[src/rtl/cpu_pkg.sv]
// Shared encodings for the multi-cycle MIPS-subset control path.
// Holds opcodes, ALU operation codes, ALU B-operand selects and FSM states.
package cpu_pkg;

  localparam int unsigned OP_W     = 6;
  localparam int unsigned ALU_OP_W = 3;
  localparam int unsigned SRCB_W   = 2;
  localparam int unsigned STATE_W  = 3;

  localparam logic [OP_W-1:0] OP_RTYPE = 6'b000000;
  localparam logic [OP_W-1:0] OP_ADDI  = 6'b001000;
  localparam logic [OP_W-1:0] OP_SLTIU = 6'b001011;
  localparam logic [OP_W-1:0] OP_LUI   = 6'b001111;
  localparam logic [OP_W-1:0] OP_ORI   = 6'b001101;
  localparam logic [OP_W-1:0] OP_BEQ   = 6'b000100;
  localparam logic [OP_W-1:0] OP_BNE   = 6'b000101;

  // Same values as the single-cycle decoder so the ALU is shared unchanged.
  typedef enum logic [ALU_OP_W-1:0] {
    ALU_R_TYPE = 3'd0,
    ALU_ADDI   = 3'd1,
    ALU_SLTIU  = 3'd2,
    ALU_BEQ    = 3'd3,
    ALU_LUI    = 3'd4,
    ALU_ORI    = 3'd5,
    ALU_BNE    = 3'd6
  } alu_op_e;

  typedef enum logic [SRCB_W-1:0] {
    SRCB_REG     = 2'b00,
    SRCB_FOUR    = 2'b01,
    SRCB_IMM     = 2'b10,
    SRCB_IMM_SH2 = 2'b11
  } srcb_e;

  typedef enum logic [STATE_W-1:0] {
    S_IF   = 3'd0,
    S_ID   = 3'd1,
    S_EX_R = 3'd2,
    S_EX_I = 3'd3,
    S_BR   = 3'd4,
    S_WB   = 3'd5,
    S_ILL  = 3'd6
  } state_e;

  // ALU operation for an immediate-class opcode; ADDI is the fallback.
  function automatic alu_op_e imm_alu_op(input logic [OP_W-1:0] op);
    alu_op_e res;
    res = ALU_ADDI;
    case (op)
      OP_SLTIU: res = ALU_SLTIU;
      OP_LUI:   res = ALU_LUI;
      OP_ORI:   res = ALU_ORI;
      default:  res = ALU_ADDI;
    endcase
    return res;
  endfunction

endpackage

[src/rtl/multicycle_ctrl.sv]
// Multi-cycle control FSM: sequences fetch/decode/execute/branch/write-back,
// counts retired instructions and traps unsupported opcodes.
module multicycle_ctrl
  import cpu_pkg::*;
#(
  parameter int unsigned CNT_W = 32
) (
  input  logic                clk_i,
  input  logic                rst_i,
  input  logic [OP_W-1:0]     instr_op_i,
  input  logic                imem_ready_i,
  input  logic                zero_i,
  output logic                IRWrite_o,
  output logic                PCWrite_o,
  output logic                PCSrc_o,
  output logic                ALUSrcA_o,
  output logic [SRCB_W-1:0]   ALUSrcB_o,
  output logic [ALU_OP_W-1:0] ALU_op_o,
  output logic                RegDst_o,
  output logic                RegWrite_o,
  output logic                illegal_o,
  output logic [STATE_W-1:0]  state_o,
  output logic [CNT_W-1:0]    retired_o
);

  state_e          state_q, state_d;
  logic [OP_W-1:0] op_q;
  logic [CNT_W-1:0] retired_q;
  logic            illegal_q;

  logic    irw, pcw, pcsrc, asa, regdst, regw, retire;
  srcb_e   srcb;
  alu_op_e alu_op;

  always_ff @(posedge clk_i or negedge rst_i) begin
    if (!rst_i) begin
      state_q   <= S_IF;
      op_q      <= '0;
      retired_q <= '0;
      illegal_q <= 1'b0;
    end else begin
      state_q <= state_d;
      if (state_q == S_ID) op_q <= instr_op_i;
      if (retire) retired_q <= retired_q + CNT_W'(1);
      if (state_d == S_ILL) illegal_q <= 1'b1;
    end
  end

  // Next-state and Moore decode; IF strobes and BR PCWrite follow their inputs.
  always_comb begin
    state_d = state_q;
    irw     = 1'b0;
    pcw     = 1'b0;
    pcsrc   = 1'b0;
    asa     = 1'b0;
    srcb    = SRCB_REG;
    alu_op  = ALU_R_TYPE;
    regdst  = 1'b0;
    regw    = 1'b0;
    retire  = 1'b0;
    case (state_q)
      S_IF: begin
        srcb   = SRCB_FOUR;
        alu_op = ALU_ADDI;
        irw    = imem_ready_i;
        pcw    = imem_ready_i;
        if (imem_ready_i) state_d = S_ID;
      end
      S_ID: begin
        srcb   = SRCB_IMM_SH2;
        alu_op = ALU_ADDI;
        case (instr_op_i)
          OP_RTYPE:                         state_d = S_EX_R;
          OP_ADDI, OP_SLTIU, OP_LUI, OP_ORI: state_d = S_EX_I;
          OP_BEQ, OP_BNE:                   state_d = S_BR;
          default:                          state_d = S_ILL;
        endcase
      end
      S_EX_R: begin
        asa     = 1'b1;
        srcb    = SRCB_REG;
        alu_op  = ALU_R_TYPE;
        state_d = S_WB;
      end
      S_EX_I: begin
        asa     = 1'b1;
        srcb    = SRCB_IMM;
        alu_op  = imm_alu_op(op_q);
        state_d = S_WB;
      end
      S_BR: begin
        asa    = 1'b1;
        srcb   = SRCB_REG;
        pcsrc  = 1'b1;
        retire = 1'b1;
        if (op_q == OP_BNE) begin
          alu_op = ALU_BNE;
          pcw    = ~zero_i;
        end else begin
          alu_op = ALU_BEQ;
          pcw    = zero_i;
        end
        state_d = S_IF;
      end
      S_WB: begin
        regw   = 1'b1;
        asa    = 1'b1;
        retire = 1'b1;
        if (op_q == OP_RTYPE) begin
          regdst = 1'b1;
          srcb   = SRCB_REG;
          alu_op = ALU_R_TYPE;
        end else begin
          srcb   = SRCB_IMM;
          alu_op = imm_alu_op(op_q);
        end
        state_d = S_IF;
      end
      S_ILL:   state_d = S_ILL;
      default: state_d = S_IF;
    endcase
  end

  // Strobes are masked during reset so a mid-instruction reset writes nothing.
  assign IRWrite_o  = irw & rst_i;
  assign PCWrite_o  = pcw & rst_i;
  assign RegWrite_o = regw & rst_i;
  assign PCSrc_o    = pcsrc;
  assign ALUSrcA_o  = asa;
  assign ALUSrcB_o  = srcb;
  assign ALU_op_o   = alu_op;
  assign RegDst_o   = regdst;
  assign illegal_o  = illegal_q;
  assign state_o    = state_q;
  assign retired_o  = retired_q;

endmodule

[config.mk]
export PLATFORM = sky130hd
export DESIGN_NAME = multicycle_ctrl
export DESIGN_NICKNAME = d
export VERILOG_FILES = /design/src/rtl/cpu_pkg.sv /design/src/rtl/multicycle_ctrl.sv
export SDC_FILE = /design/constraint.sdc
export NUM_CORES = 1
export LEC_CHECK = 0
export CAP_MARGIN = 20
export CORE_UTILIZATION = 40
export CTS_BUF_LIST = sky130_fd_sc_hd__clkbuf_8 sky130_fd_sc_hd__clkbuf_16
export DETAILED_ROUTE_END_ITERATION = 12
export PLACE_DENSITY = 0.69
export SYNTH_ARGS = -nofsm -noshare
export SYNTH_HDL_FRONTEND = slang
export SYNTH_SLANG_ARGS = --single-unit
[constraint.sdc]
create_clock -name clk_i -period 3.6 [get_ports clk_i]
set_input_delay 0.36 -clock clk_i [delete_from_list [all_inputs] [get_ports clk_i]]
set_output_delay 0.36 -clock clk_i [all_outputs]
set_load 0.1 [all_outputs]
# Yosys cells after proc, flatten, opt, wreduce, memory -nomap -nowiden
# Index checks and enable logic that the tools add are counted.
dict set report totals {
  regBits 42
  input_bits 10
  output_inout_bits 47
  word_cells 53
}
dict set report classes {
  add_sub_neg 1
  n_eq_ne 17
  mux 18
  bitwise_logic 4
  n_reduce_logical 9
}
# cell count
set ops {}
lappend ops {{6-bit by 4-bit equality test with 1-bit output, second input constant} 7}
lappend ops {{32-bit by 1-bit adder with 32-bit output, second input constant} 1}
lappend ops {{3-bit one-hot mux with 4 select lines} 2}
lappend ops {{6-bit by 3-bit equality test with 1-bit output, second input constant} 3}
lappend ops {{3-bit one-hot mux with 3 select lines} 2}
lappend ops {{3-bit equality test, second input constant} 4}
lappend ops {{6-bit zero test} 2}
lappend ops {{3-bit 2-to-1 mux} 3}
lappend ops {{1-bit 2-to-1 mux} 8}
lappend ops {{2-bit one-hot mux with 4 select lines} 1}
lappend ops {{2-bit OR reduction} 4}
lappend ops {{4-bit OR reduction} 2}
lappend ops {{3-bit by 2-bit equality test with 1-bit output, second input constant} 2}
lappend ops {{1-bit bitwise AND} 3}
lappend ops {{3-bit by 1-bit equality test with 1-bit output, second input constant} 1}
lappend ops {{3-bit zero test} 1}
lappend ops {{2-bit 2-to-1 mux} 1}
lappend ops {{1-bit one-hot mux with 2 select lines} 1}
lappend ops {{1-bit inverter} 1}

# Depth between registers and ports, before layout
# Gate-level depths: netlist of run 1.
dict set report depth {
  ltp_word 5
  ltp_mapped 7
}

# Least setup slack after synthesis of run 1
# OpenSTA, ideal clock, no wires.
dict set report synth_timing {
  path_type {reg2out}
  startpoint {register state_q[2] (netlist: state_o[2])}
  endpoint {output port PCWrite_o}
  arrival_ps 6084
  t_required_ps 3240
  setup_slack_ps -2844
  stages_incl_launch_ff 4
  cell_sequence {dfrtp_1 -> clkbuf_1 -> nor2_1 -> a2111oi_0}
}
dict set report synth_between {
  elab_chain_len 3
  word_cells_on_any_way 4
  classes_between {eq/ne (1); mux (1); bitwise (1); reduce/logical (1)}
}
# element line_no
set synth_lines {}
lappend synth_lines {{start, declared} multicycle_ctrl.sv:26} ;# state_e state_q, state_d;
lappend synth_lines {{start signal, assigned} multicycle_ctrl.sv:42} ;# state_q <= state_d;
lappend synth_lines {{3-bit equality test / 3-bit zero test (equally long branches)} multicycle_ctrl.sv:61} ;# case (state_q)
lappend synth_lines {{1-bit one-hot mux with 2 select lines (*)} multicycle_ctrl.sv:61}
lappend synth_lines {{1-bit bitwise AND (*)} multicycle_ctrl.sv:126} ;# assign PCWrite_o = pcw & rst_i;
lappend synth_lines {{end, declared} multicycle_ctrl.sv:14} ;# output logic PCWrite_o,
# Every way passes the cells marked *; elsewhere a longest branch is shown, timed or not.

# Final worst setup path of run 1
dict set report layout_timing {
  startpoint {register op_q[5]}
  endpoint {output port ALUSrcB_o[1]}
}
dict set report layout_between {
  elab_chain_len 3
}
# element line_no
set layout_lines {}
lappend layout_lines {{start, declared} multicycle_ctrl.sv:27} ;# logic [OP_W-1:0] op_q;
lappend layout_lines {{start signal, assigned} multicycle_ctrl.sv:43} ;# if (state_q == S_ID) op_q <= instr_op_i;
lappend layout_lines {{6-bit zero test} multicycle_ctrl.sv:109} ;# if (op_q == OP_RTYPE) begin
lappend layout_lines {{2-bit 2-to-1 mux} multicycle_ctrl.sv:109}
lappend layout_lines {{2-bit one-hot mux with 4 select lines} multicycle_ctrl.sv:61}
lappend layout_lines {{end, declared} multicycle_ctrl.sv:17} ;# output logic [SRCB_W-1:0] ALUSrcB_o,
# Every way passes these cells.

==> results of run 1 <==
## kinds of logic (layout without fill, tap and decap cells)
| family | count (synthesis) | in the layout | share of synthesized area [%] |
|---|---|---|---|
| compound gates | 15 | 15 | 4.469 |
| xor+xnor | 34 | 34 | 14.37 |
| buf+inv | 8 | 70 | 2.174 |
| mux | 6 | 6 | 3.261 |
| flops | 42 | 42 | 50.72 |
| simple gates | 88 | 88 | 24.40 |
| fa+ha+maj | 1 | 1 | 0.6038 |
## cell usage after synthesis, types with 2 or more instances
cell and n:
a21oi_1 6, and3_1 11, and4_1 4, buf_6 2, mux2_2 6, nor4_1 2
nand2_1 22, clkbuf_1 2, nor3_1 7, nor2_1 13, inv_1 4, nand4_1 5
nand3_1 12, dfrtp_1 42, xnor2_1 23, nor3_2 2, and2_1 2, o21ai_0 3
xor2_1 11
## worst max path at each step
| stage | to | slack [ns] |
|---|---|---|
| after floorplan | IRWrite_o | -0.15 |
| after global placement | ALUSrcB_o[1] | 1.16 |
| after detailed placement | ALUSrcB_o[1] | 1.12 |
| after CTS | ALUSrcB_o[1] | 0.79 |
| after global routing | ALUSrcB_o[1] | 0.69 |
| final | ALUSrcB_o[1] | 0.80 |
## metrics by stage
step                      instances  utilization [%]  hold WS [ns]
after global placement          314            55.28        0.1806
after detailed placement        314            55.28        0.1813
final                           323            57.75        0.4208
after global routing            323            57.75        0.4238
after floorplan                 194                -       0.06441
after CTS                       323            57.75        0.4321
## flip-flops by register name, indices dropped and copies added (netlist names)
signal     cells
state_o        3
retired_o     32
illegal_o      1
op_q           6
## layout make-up
class / count / area, sq um
inverter: 4 / 15.01
timing repair buffer: 58 / 553.0
clock buffer: 5 / 68.82
fill: 431 / 2048
clock inverter: 3 / 41.29
sequential: 42 / 1051
tap: 67 / 83.83
multi-input combinational: 144 / 987.2
## per-layer routing
metal	track usage, %	share of wire (%)
met1	23.15	50
met2	24.04	46
met3	4.472	2.9
met4	6.410	1.2
met5	0	0
## critical path: stages, from the launching register on
cell	delay, ns
dfrtp_1	0.38
nor2_1	0.24
nand3_1	0.19
a21bo_2	0.24
and2_1	0.14
clkdlybuf4s50_1	0.96
## power breakdown
part,switching [uW],internal [uW],total (uW)
registers,0,471,471
clock network,162,204,366
logic,14.7,11.4,26.2
## layout by cell type (no fill, tap or decap), drive strengths merged
master         synthesis  final
a2111oi                1      1
a21bo                  1      1
a21o                   1      1
a21oi                  6      6
a22o                   1      1
a31oi                  1      1
and2                   2      2
and3                  11     11
and4                   4      4
buf                    2     10
bufinv                 0      1
clkbuf                 2      5
clkdlybuf4s50          0     47
clkinvlp               0      1
dfrtp                 42     42
dlygate4sd3            0      1
ha                     1      1
inv                    4      5
mux2                   6      6
nand2                 23     23
nand2b                 1      1
nand3                 13     13
nand4                  6      6
nor2                  14     14
nor2b                  1      1
nor3                   9      9
nor4                   3      3
o21ai                  3      3
o22ai                  1      1
or3                    1      1
xnor2                 23     23
xor2                  11     11
## timing repair
action,CTS,global route
setup buffers,0,0
endpoints found under the hold margin,2,0
hold buffers,1,0
==> flow_summary.yaml, run 1 <==
finish:
  num_antenna_cells: 0
  drive_above_1_share_pct: 13.67
  stdcell_area_sq_um: 2800
  syn_to_final_growth_pct: 35.15
  fin_nets: 266
critical_path:
  r2r_end: "retired_o[26]$_DFFE_PN0P_"
  r2r_slack_ns: 1.37
  crit_fanout: 4
  crit_arrival_ns: 2.44
  critical_path.startpoint: "op_q[5]$_DFFE_PN0P_"
  rr_startpoint: "state_o[2]$_DFF_PN0_"
  path_class: "register to primary output"
  start_kind: "register"
  cp.required_ns: 3.24
  ff2ff_path_depth: 5
  worstSetupEndpointType: "primary output"
run_status:
  status: "finished clean"
routing:
  drt_first_pass_iters: 4
  wirelength_mm: 4.053
  vias: 1568
  drt_iter0_drc: 77
  drc: 0
  avgRoutedWirePerCell_um: 12.55
  routed_via_density: 4.854
  ant_nets: 0
global_routing:
  grt_usage_pct: 16.42
  grt_max_degree: 41
  grt-ovfl-total: 0
  antenna_found_initial: 0
  grt_pass1_vias: 1445
  grt_pass1_wl_mm: 6.810
synthesis:
  synth_seq_cells: 42
  syn_nets: 205
  syn_area_per_cell_sq_um: 10.68
  synthCells: 194
  synth_top_cell_by_area: "dfrtp_1"
  synth_ff_type: "dfrtp_1"
  synthArstFlopShare_pct: 100.0
  synth.top_cells.by_area: "dfrtp_1 (51%), xnor2_1 (9.7%), xor2_1 (4.6%), nand2_1 (4.0%), and3_1 (3.3%)"
  yosysSeqAreaShare_pct: 50.72
  synth_top_area_share_pct: 50.72
  ys_types: 34
  synth_warnings: 0
  syn_area_sq_um: 2072
  synth_edf_count: 0
floorplan:
  coreArea_sq_um: 4848
  die_x_um: 73.97
  start_util_pct: 42.74
  die_h_um: 73.97
  rows: 25
  io_pins: 57
  design.die.area_sq_um: 5472
flow_run:
  drv_cap: 0
sta:
  rsz0062_at_grt: "no"
  fmax_mhz: 357.6
  slew_violations: 0
  finalCritPeriodShare_pct: 77.68
  finalCriticalPeriod_ns: 2.796
  worstMarginPinSlew_ns: 0.9858
  fin_skew_ns: 0.007021
  setup_viol: 0
  tns_ns: 0
  timing.max_slew.rel_slack_pct: 34.07
  worst_slack_ns: 0.8035
  final-hold-violation-count: 0
clocking:
  cts_max_path_buffers: 2
  path_clk_slew_ns: 0.08
  cts_buffers: 5
  cts-root-buf: "clkbuf_8"
  clock_latency_ns: 0.29
  clock_sinks: 42
  cts_resized: 0
  h-tree-depth: 2
  tritoncts: "built"
place:
  routabilityCongestion: 0.8466
  hpwlAfterDp_mm: 3.012
  pre_cts_ws_ns: 1.118
  port_buffers: 56
  dpl_cell_area_sq_um: 2680
power_and_ir_drop:
  p_per_area_nw_per_um2: 308.2
  finalPower_uw: 863.1
  leakagePower_uw: 0.001261
  ir_worst_vdd_v: 0.0001983
hold_path:
  hold_path.class: "input pin to async pin"
Note: power is estimated with default switching activity, not from simulation.
==> inputs of run 2 (changes only) <==
--- a/config.mk
+++ b/config.mk
@@ -9,7 +9,7 @@
 export CORE_UTILIZATION = 40
 export CTS_BUF_LIST = sky130_fd_sc_hd__clkbuf_8 sky130_fd_sc_hd__clkbuf_16
 export DETAILED_ROUTE_END_ITERATION = 12
-export PLACE_DENSITY = 0.69
+export PLACE_DENSITY = 0.72
 export SYNTH_ARGS = -nofsm -noshare
 export SYNTH_HDL_FRONTEND = slang
 export SYNTH_SLANG_ARGS = --single-unit
==> constraint.sdc (replaced) <==
create_clock -name clk_i -period 2.25 [get_ports clk_i]
set_input_delay 0.225 -clock clk_i [delete_from_list [all_inputs] [get_ports clk_i]]
set_output_delay 0.225 -clock clk_i [all_outputs]
set_load 0.1 [all_outputs]
==> run 2 against run 1 <==
Compared with the run above: worst hold slack worse by 0.38 ns; sequential cell count is the same; utilization grew 2.2 points; clock power is 94% higher; setup slack worse by 0.68 ns; register-to-register slack got worse by 0.98 ns; cell area rose by 3.8%; first-iteration DRC count decreased by 51%; combinational power grew 58%; clock-buffer cell count did not move; global-route usage rose by 0.65 points; via count rose by 3.1%; critical endpoint is now PCWrite_o.
==> flow_summary.yaml, run 2 (synthesis gave the netlist of run 1 again) <==
critical_path:
  crit_arrival_ns: 1.90
  r2r_end: "retired_o[28]$_DFFE_PN0P_"
  path_class: "register to primary output"
  r2r_slack_ns: 0.39
  rr_startpoint: "state_o[1]$_DFF_PN0_"
  worstSetupEndpointType: "primary output"
  critical_path.startpoint: "op_q[3]$_DFFE_PN0P_"
  cp.required_ns: 2.03
  crit_fanout: 6
  start_kind: "register"
  ff2ff_path_depth: 5
power_and_ir_drop:
  p_per_area_nw_per_um2: 518.0
  leakagePower_uw: 0.001371
  ir_worst_vdd_v: 0.0004383
hold_path:
  hold_path.class: "input pin to async pin"
routing:
  avgRoutedWirePerCell_um: 12.97
  drt_first_pass_iters: 4
  drt_iter0_drc: 38
  vias: 1616
  wirelength_mm: 4.203
  drc: 0
  routed_via_density: 4.988
  ant_nets: 0
floorplan:
  die_x_um: 73.97
  die_h_um: 73.97
  start_util_pct: 42.74
  io_pins: 57
  coreArea_sq_um: 4848
  rows: 25
  design.die.area_sq_um: 5472
finish:
  syn_to_final_growth_pct: 40.22
  instances_no_fill: 324
  mostFrequentLayoutCell: "buf_4"
  fin_nets: 267
  drive_above_1_share_pct: 35.80
  mostFrequentLayoutCells: "buf_4 (42), dfrtp_1 (35), xnor2_1 (23)"
  layout.area.seq_sq_um: 1060
  largest_reg_flops: 32
  stdcell_area_sq_um: 2905
  num_antenna_cells: 0
  multiInputGateArea_sq_um: 1049
  fill_cells: 420
clocking:
  cts_resized: 0
  h-tree-depth: 2
  clock_sinks: 42
  path_clk_slew_ns: 0.08
  cts_buffers: 5
  cts_hold_buf: 0
  post_cts_buffers: 0
  tritoncts: "built"
  cts_max_path_buffers: 2
  clock_latency_ns: 0.30
  cts-root-buf: "clkbuf_8"
sta:
  rsz0062_at_grt: "no"
  slew_violations: 0
  finalCritPeriodShare_pct: 94.58
  timing.max_slew.rel_slack_pct: 63.65
  fmax_mhz: 469.9
  final-hold-violation-count: 0
  fin_skew_ns: 0.007932
  finalCriticalPeriod_ns: 2.128
  worstMarginPinSlew_ns: 0.5402
  setup_viol: 0
global_routing:
  antenna_found_initial: 0
  grt_pass1_vias: 1495
  grt-ovfl-total: 0
  grt_usage_pct: 17.07
  grt_max_degree: 43
  grt_pass1_wl_mm: 7.127
place:
  dpl.cell_count: 316
  dpl_cell_area_sq_um: 2765
  port_buffers: 56
  hpwlAfterDp_mm: 3.167
  routabilityCongestion: 0.7525
run_status:
  status: "finished clean"
flow_run:
  drv_cap: 0
-- run 2: area by class of cell --
class / count / share of cell area, %
Inverter: 4 / 0.5168
Clock buffer: 5 / 2.369
Tap cell: 67 / 2.885
Timing Repair Buffer: 59 / 19.29
Multi-Input combinational cell: 144 / 36.09
Sequential cell: 42 / 36.48
Clock inverter: 3 / 2.369
-- run 2: how the worst max path moves through the flow --
stage	cells past startpoint	slack (ns)	endpoint
after floorplan	3	-0.21	PCWrite_o
after global placement	5	0.45	PCWrite_o
after detailed placement	5	0.39	PCWrite_o
after CTS	5	0.06	PCWrite_o
after global routing	5	0.02	PCWrite_o
final	5	0.12	PCWrite_o
-- run 2: metal layers --
| metal | share of wire, % | wire length [um] | GRT usage, % |
|---|---|---|---|
| met1 | 47 | 1989 | 24.08 |
| met2 | 47 | 1988 | 25.86 |
| met3 | 3.7 | 157 | 3.659 |
| met4 | 1.6 | 67 | 6.410 |
| met5 | 0 | 0 | 0 |
-- run 2: worst max-delay path, stage by stage, from the launching register on --
cell and delay (ns):
dfrtp_1 0.43, nor2_1 0.15, nand4_1 0.18, xor2_1 0.21
a2111oi_4 0.42, buf_12 0.22
-- run 2: through the flow --
stage | util, % | hold slack (ns) | setup TNS, ns | setup WS (ns) | total power, uW
after floorplan | - | -0.07059 | -0.2982 | -0.2064 | 775.4
after global placement | 57.03 | 0.3951 | 0 | 0.4540 | 811.7
after detailed placement | 57.03 | 0.3887 | 0 | 0.3939 | 811.8
after CTS | 59.87 | 0.06068 | 0 | 0.06330 | 1527
after global routing | 59.92 | 0.1002 | 0 | 0.02071 | 1558
final | 59.92 | 0.04472 | 0 | 0.1220 | 1505
-- run 2: where the power goes --
part	total, uW	leakage [uW]	switching (uW)	internal, uW
logic	41.4	0.000741	24.0	17.3
registers	754	0.000562	0	754
clock network	710	0.0000683	265	444
